**src/rtl/uart_pkg.sv**
```systemverilog
// Shared UART mock package: parity modes, TX FSM states, and the bit-timing helper.
// No ports. Imported by mock_uart_tx, sync_fifo users and mock_uart_rx.
package uart_pkg;

  typedef enum logic [1:0] {
    PARITY_NONE = 2'd0,
    PARITY_ODD  = 2'd1,
    PARITY_EVEN = 2'd2
  } parity_e;

  typedef enum logic [2:0] {
    IDLE,
    START,
    DATA,
    PARITY,
    STOP
  } uart_tx_state_e;

  function automatic int clks_per_bit(
    input longint clk_hz,
    input longint baud
  );
    return int'(clk_hz / baud);
  endfunction

endpackage

```
**src/rtl/sync_fifo.sv**
```systemverilog
// Single-clock FIFO with occupancy count; async active-high reset clears pointers.
// Ports: clk, rst, i_push/i_data (write), i_pop/o_data (head read), o_count, o_full, o_empty.
module sync_fifo #(
  parameter int Width = 8,
  parameter int Depth = 4
) (
  input  logic                         clk,
  input  logic                         rst,
  input  logic                         i_push,
  input  logic [Width-1:0]             i_data,
  input  logic                         i_pop,
  output logic [Width-1:0]             o_data,
  output logic [$clog2(Depth+1)-1:0]   o_count,
  output logic                         o_full,
  output logic                         o_empty
);

  localparam int AW = (Depth > 2) ? $clog2(Depth) : 1;
  localparam int CW = $clog2(Depth + 1);
  localparam logic [AW-1:0] LastPtr = AW'(Depth - 1);
  localparam logic [CW-1:0] FullCnt = CW'(Depth);

  logic [Width-1:0] r_mem [Depth];
  logic [AW-1:0]    r_wr;
  logic [AW-1:0]    r_rd;
  logic [CW-1:0]    r_count;
  logic             w_push;
  logic             w_pop;

  // No push-through when full, even with a pop in the same cycle.
  assign w_push  = i_push && !o_full;
  assign w_pop   = i_pop && !o_empty;
  assign o_full  = (r_count == FullCnt);
  assign o_empty = (r_count == '0);
  assign o_count = r_count;
  assign o_data  = r_mem[r_rd];

  function automatic logic [AW-1:0] f_inc(input logic [AW-1:0] p);
    return (p == LastPtr) ? '0 : p + 1'b1;
  endfunction

  always_ff @(posedge clk or posedge rst) begin
    if (rst) begin
      r_wr    <= '0;
      r_rd    <= '0;
      r_count <= '0;
    end else begin
      if (w_push) r_wr <= f_inc(r_wr);
      if (w_pop)  r_rd <= f_inc(r_rd);
      case ({w_push, w_pop})
        2'b10:   r_count <= r_count + 1'b1;
        2'b01:   r_count <= r_count - 1'b1;
        default: r_count <= r_count;
      endcase
    end
  end

  always_ff @(posedge clk) begin
    if (w_push) r_mem[r_wr] <= i_data;
  end

endmodule

```
**src/rtl/mock_uart_tx.sv**
```systemverilog
// Bench-side UART transmitter: FIFO-buffered bytes serialized as async frames.
// Ports: clk, rst, wr_valid/wr_ready/wr_data, tx_sig, busy, count. Macro: MOCK_UART_TX_TRACE_EN.
`ifndef CLK_FREQ
`define CLK_FREQ 100000000
`endif

module mock_uart_tx import uart_pkg::*; #(
  parameter int BaudRate     = 9600,
  parameter int ParityBit    = 0,
  parameter int DataBitsSize = 8,
  parameter int StopBitsSize = 1,
  parameter int BufferSize   = 128,
  parameter int ClockFreqHz  = `CLK_FREQ
) (
  input  logic                                clk,
  input  logic                                rst,
  input  logic                                wr_valid,
  output logic                                wr_ready,
  input  logic [DataBitsSize-1:0]             wr_data,
  output logic                                tx_sig,
  output logic                                busy,
  output logic [$clog2(BufferSize+1)-1:0]     count
);

  localparam int CPB = clks_per_bit(ClockFreqHz, BaudRate);
  localparam int BCW = (CPB > 2) ? $clog2(CPB) : 1;
  localparam parity_e Par = parity_e'(ParityBit);
  localparam logic [BCW-1:0] LastTick = BCW'(CPB - 1);
  localparam logic [3:0] LastData = 4'(DataBitsSize - 1);
  localparam logic [3:0] LastStop = 4'(StopBitsSize - 1);

  if (CPB < 2) begin : g_cpb_chk
    $error("mock_uart_tx: ClksPerBit must be >= 2");
  end
  if (DataBitsSize < 5 || DataBitsSize > 9) begin : g_dbs_chk
    $error("mock_uart_tx: DataBitsSize must be 5..9");
  end
  if (StopBitsSize < 1 || StopBitsSize > 2) begin : g_sbs_chk
    $error("mock_uart_tx: StopBitsSize must be 1 or 2");
  end
  if (BufferSize < 2) begin : g_buf_chk
    $error("mock_uart_tx: BufferSize must be >= 2");
  end

  uart_tx_state_e         r_state;
  uart_tx_state_e         w_state_nxt;
  logic [BCW-1:0]         r_tick_cnt;
  logic [3:0]             r_idx;
  logic [3:0]             w_idx_nxt;
  logic [DataBitsSize-1:0] r_shift;
  logic [DataBitsSize-1:0] w_shift_nxt;
  logic [DataBitsSize-1:0] w_head;
  logic                   r_par;
  logic                   r_tx;
  logic                   w_tx_nxt;
  logic                   w_tick;
  logic                   w_pop;
  logic                   w_fifo_full;
  logic                   w_fifo_empty;

  sync_fifo #(
    .Width (DataBitsSize),
    .Depth (BufferSize)
  ) u_fifo (
    .clk     (clk),
    .rst     (rst),
    .i_push  (wr_valid),
    .i_data  (wr_data),
    .i_pop   (w_pop),
    .o_data  (w_head),
    .o_count (count),
    .o_full  (w_fifo_full),
    .o_empty (w_fifo_empty)
  );

  assign w_tick   = (r_tick_cnt == LastTick);
  assign wr_ready = !w_fifo_full;
  assign busy     = (r_state != IDLE) || (count != '0);
  assign tx_sig   = r_tx;

  // State register; tx line is registered from the next-state decode.
  always_ff @(posedge clk or posedge rst) begin
    if (rst) begin
      r_state    <= IDLE;
      r_tick_cnt <= '0;
      r_idx      <= '0;
      r_shift    <= '0;
      r_par      <= 1'b0;
      r_tx       <= 1'b1;
    end else begin
      r_state <= w_state_nxt;
      r_idx   <= w_idx_nxt;
      r_shift <= w_shift_nxt;
      r_tx    <= w_tx_nxt;
      if (r_state == IDLE || w_tick) r_tick_cnt <= '0;
      else                           r_tick_cnt <= r_tick_cnt + 1'b1;
      if (w_pop) r_par <= (Par == PARITY_ODD) ? ~^w_head : ^w_head;
    end
  end

  // Next-state decode; the stop-to-start path avoids any idle gap.
  always_comb begin
    w_state_nxt = r_state;
    w_idx_nxt   = r_idx;
    w_shift_nxt = r_shift;
    w_pop       = 1'b0;
    unique case (r_state)
      IDLE: begin
        if (!w_fifo_empty) begin
          w_state_nxt = START;
          w_pop       = 1'b1;
        end
      end
      START: begin
        if (w_tick) begin
          w_state_nxt = DATA;
          w_idx_nxt   = '0;
        end
      end
      DATA: begin
        if (w_tick) begin
          w_shift_nxt = r_shift >> 1;
          if (r_idx == LastData) begin
            w_idx_nxt = '0;
            if (Par != PARITY_NONE) w_state_nxt = PARITY;
            else                    w_state_nxt = STOP;
          end else begin
            w_idx_nxt = r_idx + 4'd1;
          end
        end
      end
      PARITY: begin
        if (w_tick) begin
          w_state_nxt = STOP;
          w_idx_nxt   = '0;
        end
      end
      STOP: begin
        if (w_tick) begin
          if (r_idx == LastStop) begin
            w_idx_nxt = '0;
            if (!w_fifo_empty) begin
              w_state_nxt = START;
              w_pop       = 1'b1;
            end else begin
              w_state_nxt = IDLE;
            end
          end else begin
            w_idx_nxt = r_idx + 4'd1;
          end
        end
      end
      default: w_state_nxt = IDLE;
    endcase
    if (w_pop) w_shift_nxt = w_head;
  end

  // Line level for the upcoming cycle.
  always_comb begin
    w_tx_nxt = 1'b1;
    unique case (w_state_nxt)
      START:   w_tx_nxt = 1'b0;
      DATA:    w_tx_nxt = w_shift_nxt[0];
      PARITY:  w_tx_nxt = r_par;
      default: w_tx_nxt = 1'b1;
    endcase
  end

`ifdef MOCK_UART_TX_TRACE_EN
  localparam longint FrameLen =
    longint'((1 + DataBitsSize + ((ParityBit != 0) ? 1 : 0) + StopBitsSize) * CPB);
  localparam longint StallLim = longint'(BufferSize) * FrameLen;

  longint r_stall;

  always_ff @(posedge clk or posedge rst) begin
    if (rst)                       r_stall <= 0;
    else if (wr_valid && !wr_ready) r_stall <= r_stall + 1;
    else                           r_stall <= 0;
  end

  always_ff @(posedge clk) begin
    if (w_pop)
      $display("[mock_uart_tx] sent 0x%0h at %0t", w_head, $time);
    if (r_stall == StallLim + 1)
      $error("[mock_uart_tx] wr_valid stalled for %0d cycles", r_stall);
  end
`endif

endmodule
```
**config.mk**
```make
export PLATFORM = sky130hd
export DESIGN_NAME = mock_uart_tx
export DESIGN_NICKNAME = d
export VERILOG_FILES = /design/src/rtl/uart_pkg.sv /design/src/rtl/sync_fifo.sv /design/src/rtl/mock_uart_tx.sv
export SDC_FILE = /design/constraint.sdc
export NUM_CORES = 1
export LEC_CHECK = 0
export CAP_MARGIN = 20
export CORE_ASPECT_RATIO = 1.75
export CORE_UTILIZATION = 44
export CTS_CLUSTER_SIZE = 28
export DETAILED_ROUTE_END_ITERATION = 7
export PLACE_DENSITY = 0.69
export SYNTH_ARGS = -nofsm -noshare
export SYNTH_HDL_FRONTEND = slang
export SYNTH_SLANG_ARGS = --single-unit
```
**constraint.sdc**
```tcl
create_clock -name clk -period 5.3 [get_ports clk]
set_input_delay 1.59 -clock clk [delete_from_list [all_inputs] [get_ports clk]]
set_output_delay 1.59 -clock clk [all_outputs]
set_load 0.005 [all_outputs]
```
* Yosys cells after proc, flatten, opt, wreduce, memory -nomap -nowiden
Memory sizes are Yosys's and may differ from the RTL's. Cells that the tools add are included. Widths: inputs -> output; s select.
Word-level totals: register bits after elaboration 53, input bits 11, word-level logic and storage cells 82, output and inout bits 11, memory bits (writable) 1024, memories kept 1
Operators by class: equal/unequal tests 17, mux-type cells 29, reduce and logical (&&, ||, !) cells 19, add/sub/neg operators 6
Memory list:
- u_fifo.r_mem | words 128, bits a word 8, read ports 1, clocked after memory_dff 0, wr ports 1, line sync_fifo.sv:23 | logic [Width-1:0] r_mem [Depth];
Operators with widths (number):
- $mux 8 | 3
- $mux 3 | 7
- $mux 4 | 5
- $pmux 8 s2 | 1
- $pmux 3 s5 | 1
- $add 14x1->14 const B | 1
- $add 7x1->7 const B | 2
- $eq 14x14->1 const B | 1
- $eq 7x7->1 const B | 2
- $mux 14 | 1
- $mux 7 | 2
- $eq 3x2->1 const B | 4
- $pmux 4 s3 | 1
- $add 8x1->8 const B | 1
- $eq 8x8->1 const B | 1
- $logic_not 8->1 | 1
- $reduce_bool 8->1 | 1
- $reduce_xor 8->1 | 1
- $sub 8x1->8 const B | 1
- $eq 3x1->1 const B | 2
- $mux 1 | 6
- $reduce_bool 2->1 | 3
- $reduce_bool 3->1 | 2
- $add 4x1->4 const B | 1
- other kinds (16) | 20

* Longest topological paths before layout
depth after elaboration 8, depth in mapped cells 21, mapped depth without buffers 18

* Modules after synthesis
From an unflattened synthesis, not the netlist that was laid out.
Unflattened totals: cell total of the unflattened synthesis 2233, area, all modules 42886.1 um2
Modules (own cells, without submodules):
- sync_fifo | times used 1, area an instance 41233.3 um2, cells an instance 2058, seq. area each 31300.0 um2
- mock_uart_tx | times used 1, area an instance 1652.8 um2, cells an instance 175, seq. area each 777.0 um2

* Least setup slack after synthesis
OpenSTA, ideal clock, no wires.
kind register to register, from reg r_tick_cnt[4], to reg u_fifo.r_count[6] (netlist: u_fifo.o_count[6]), period minus slack after synthesis 4304 ps, cell stages (with the launch flop) 21, path buffers 3, data arrival time 4182 ps, library setup time 123 ps, data required time 5177 ps, setup slack 996 ps, cells stage by stage dfrtp_1 -> nor4b_1 -> nand2_1 -> nor3_1 -> a21boi_0 -> or4_1 -> clkbuf_1 -> inv_1 -> ha_1 -> clkbuf_1 -> buf_1 -> xor2_1 -> ha_1 -> nor3_1 -> a21oi_1 -> nor2_1 -> nor3_1 -> nor4b_1 -> a221oi_1 -> nor2_1 -> xnor2_1
Between the ends: word-level cells in the longest chain between the ends 6, elaborated cells on any way between the ends 8, classes of those cells 3 x eq/ne; 3 x mux; 2 x reduce/logical
RTL lines:
- from (decl) | line mock_uart_tx.sv:47 | logic [BCW-1:0] r_tick_cnt;
- from (signal assigned) | line mock_uart_tx.sv:96 | else r_tick_cnt <= r_tick_cnt + 1'b1;
- $eq 14x14->1 (*) | line mock_uart_tx.sv:76 | assign w_tick = (r_tick_cnt == LastTick);
- $mux 1 (*) | line mock_uart_tx.sv:139 | if (w_tick) begin
- $pmux 1 s2 (*) | line mock_uart_tx.sv:107 | unique case (r_state)
- $logic_and 1x1->1 (*) | line sync_fifo.sv:32 | assign w_pop = i_pop && !o_empty;
- via u_fifo.w_pop | line sync_fifo.sv:28 | logic w_pop;
- $eq 2x1->1 or $eq 2x2->1 (tied branches) | line sync_fifo.sv:50 | case ({w_push, w_pop})
- $pmux 8 s2 or $reduce_bool 2->1 (tied branches)
- to (signal assigned) | line sync_fifo.sv:51 | 2'b10: r_count <= r_count + 1'b1;
- to (signal assigned) | line sync_fifo.sv:52 | 2'b01: r_count <= r_count - 1'b1;
- to (signal assigned) | line sync_fifo.sv:53 | default: r_count <= r_count;
- to (decl) | line sync_fifo.sv:26 | logic [CW-1:0] r_count;
The timed path passes the listed nets; every way through them passes the cells marked *. A chain may end at the register's enable or synchronous reset.

* Worst setup path in the final report
from reg u_fifo.r_rd[0], to reg r_par
Between the ends: word-level cells in the longest chain between the ends 2
RTL lines:
- from (decl) | line sync_fifo.sv:25 | logic [AW-1:0] r_rd;
- from (signal assigned) | line sync_fifo.sv:49 | if (w_pop) r_rd <= f_inc(r_rd);
- $mem_v2 128x8
- $reduce_xor 8->1 | line mock_uart_tx.sv:97 | if (w_pop) r_par <= (Par == PARITY_ODD) ? ~^w_head : ^w_head;
- to (signal assigned) | line mock_uart_tx.sv:97
- to (decl) | line mock_uart_tx.sv:53 | logic r_par;
No other way between the ends.

==> impl_metrics.csv <==
group,metric,value,unit
global_route,antenna_found_initial,0,
drt,drt.antenna.violating_nets,0,
sta,slew_violations,0,
sta,tightest_slew,1110,ps
drt,routed_wl,111000,um
sta,rsz0062_at_grt,"false",
drt,viasPerCell,5.96,
min_path,hp-start,"r_tick_cnt[0]",
drt,wl_per_cell,28.8,um
synthesis,async_reset_ff_share,4.92,%
synthesis,synth_area_leader_cell,"edfxtp_1",
run,drv_cap,0,
global_route,grt_max_degree,129,
global_route,grt_pass1_wl,159000,um
synthesis,ys_seq_area_share,74.3,%
final_layout,drive_above_1_share,17.1,%
power,powerDensity,359,nW/um^2
global_route,overflow,0,
synthesis,yosys_warnings,0,
sta,hold_viol_final,0,
min_path,hold_path_depth,1,
final_layout,area_delta_synth_final,11.8,%
drt,drcViolationCount,0,
setup_path,startpoint_type,"register",
place,dp.cells,3676,
synthesis,ys.flop_type,"edfxtp_1",
sta,timing.fmax,219,MHz
synthesis,synth_top_area_share,71.2,%
synthesis,synth_area,43200,sq um
setup_path,cp_data_arrival_time,5150,ps
place,globalplace.congestion,1.00,
synthesis,synth_area_per_cell,18.1,sq um
sta,setup_viol,0,
power,ir_worst_vdd,0.236,mV
synthesis,syn_inst,2387,
setup_path,crit_path_end_kind,"register",
sta,holdWs,458,ps
die,pin_count,22,
clock_tree,cts-htree-levels,3,
synthesis,syn_nets,2406,
place,dp_hpwl,74100,um
setup_path,timing.rr.end,"r_par",
clock_tree,post-cts-setup-buffers,0,
sta,fin_skew,27.8,ps
die,core-area,97100,sq um
die,num_rows,151,
power,total_leakage_power,16.7,nW
drt,firstDrtPassIters,6,
synthesis,ys_ff_latch,1077,
clock_tree,clk_pin_slew,70,ps
clock_tree,cts_hold_buf,0,
drt,vias,22900,
sta,post-route-min-period,4570,ps
setup_path,ff2ff_setup_slack,730,ps
min_path,hold_end,"r_tick_cnt[0]",
clock_tree,root_buffer,"clkbuf_16",
setup_path,required,5880,ps
die,start_util,44.5,%
clock_tree,cts.sinks,1077,
min_path,hold_path_class,"reg2reg",
setup_path,reg2reg_depth,11,
clock_tree,ctsResizeCount,0,
synthesis,yosys-top-cells-area,"edfxtp_1 71%, mux4_2 7.0%, mux2i_1 5.2%",
status,status,"finished clean",
drt,drt-initial-drc-count,2098,
sta,fin_crit_sh,86.3,%
final_layout,fin_cells,3840,
synthesis,synth_most_common_cell,"edfxtp_1",
clock_tree,cts_inserted_buffers,87,
clock_tree,cts_tree,"done",
final_layout,fin_nets,2484,
global_route,grt_usage,22.3,%
synthesis,synth_edf_count,1024,
sta,tns,0,ps
place,port_buffers,21,
setup_path,critPathKind,"reg2reg",
synthesis,synthDistinctLibCells,60,
power,p_total,17.3,mW
clock_tree,cts_buffer_depth,3,
setup_path,cp_max_fo,54,
synthesis,synthTopCellsByCount,"1024 x edfxtp_1, 226 x mux2i_1, 192 x nor2_1, 135 x mux4_2, 97 x o221ai_1",
die,die_w,239,um
die,die_h,416,um
clock_tree,insertion_delay,700,ps
global_route,grt_pass1_vias,23500,
sta,slew_headroom,25.9,%
die,fp.dieArea,99500,sq um
setup_path,r2r-start,"u_fifo.r_rd[0]",
state kept, by name, indices dropped and copies added, names as in the netlist:
signal and count:
r_par 1, r_state 3, u_fifo.r_wr 7, u_fifo.r_rd 7, r_tick_cnt 14, r_shift 8
u_fifo.o_count 8, tx_sig 1, u_fifo.r_mem 1024, r_idx 4
cell usage in the layout (no fill, tap or decap), drive strengths merged, types with 52 or more instances in the layout:
cell    instances
edfxtp       1024
mux2i         226
nor2          192
mux4          143
buf           119
clkbuf        100
o221ai         97
nand2          71
nor3           64
dfrtp          52
worst max-delay path by stage:
stage,startpoint,endpoint,cells after the start
6_report,u_fifo.r_rd[0],r_par,11
5_1_grt,r_tick_cnt[4],u_fifo.o_count[6],21
4_1_cts,u_fifo.o_count[3],busy,5
3_5_place_dp,u_fifo.r_rd[0],r_par,11
3_3_place_gp,wr_valid,u_fifo.o_count[6],15
2_1_floorplan,r_tick_cnt[4],u_fifo.o_count[6],20
kinds of logic after synthesis:
logic type	Yosys count	share of synthesized area (%)
DFF	1077	74.3
buffers and inverters	156	2.09
muxes	390	13.3
adders and majority gates	8	0.232
AOI/OAI and AO/OA	270	4.49
xor gates and xnor gates	40	0.811
and+or+nand+nor	446	4.80
metrics by stage:
stage          utilization [%]  worst slack, ps  cell area, sq um
3_5_place_dp              46.5              835             45200
6_report                  49.7              727             48300
5_1_grt                   49.7              541             48300
3_3_place_gp              46.5              841             45200
4_1_cts                   49.7              775             48300
2_1_floorplan                -              996             43200
critical path, stage by stage (launching register included):
cell and delay [ps]:
dfrtp_4 1110, buf_12 360, mux2i_1 120, o221ai_1 670
nor3_1 170, nor4_1 610, nand4_1 160, or4_1 570
xor2_1 200, xnor2_1 180, xnor2_1 150, o21ai_1 70
power by group:
part	switching, mW	total, mW	internal (mW)
Clock	3.03	6.94	3.91
Combinational	0.569	0.788	0.219
Sequential	0.126	9.60	9.47
Total	3.72	17.3	13.6
metal layers:
metal	up-vias	routed length [um]	GRT usage [%]
met5	-	0	0
met4	0	9210	16.9
met3	299	6380	3.51
met2	997	58300	39.6
met1	11800	36700	23.6
li1	9783	-	-
layout make-up:
cell class                      instances  area (sq um)
Multi-Input combinational cell       1154         10200
Inverter                               13          48.8
Fill cell                            7789         48800
Sequential cell                      1077         32100
Antenna cell                            1          2.50
Timing Repair Buffer                  132          1200
Tap cell                             1300          1630
Clock buffer                          100          2280
Clock inverter                         63           798
Note: power is estimated with default switching activity, not from simulation.
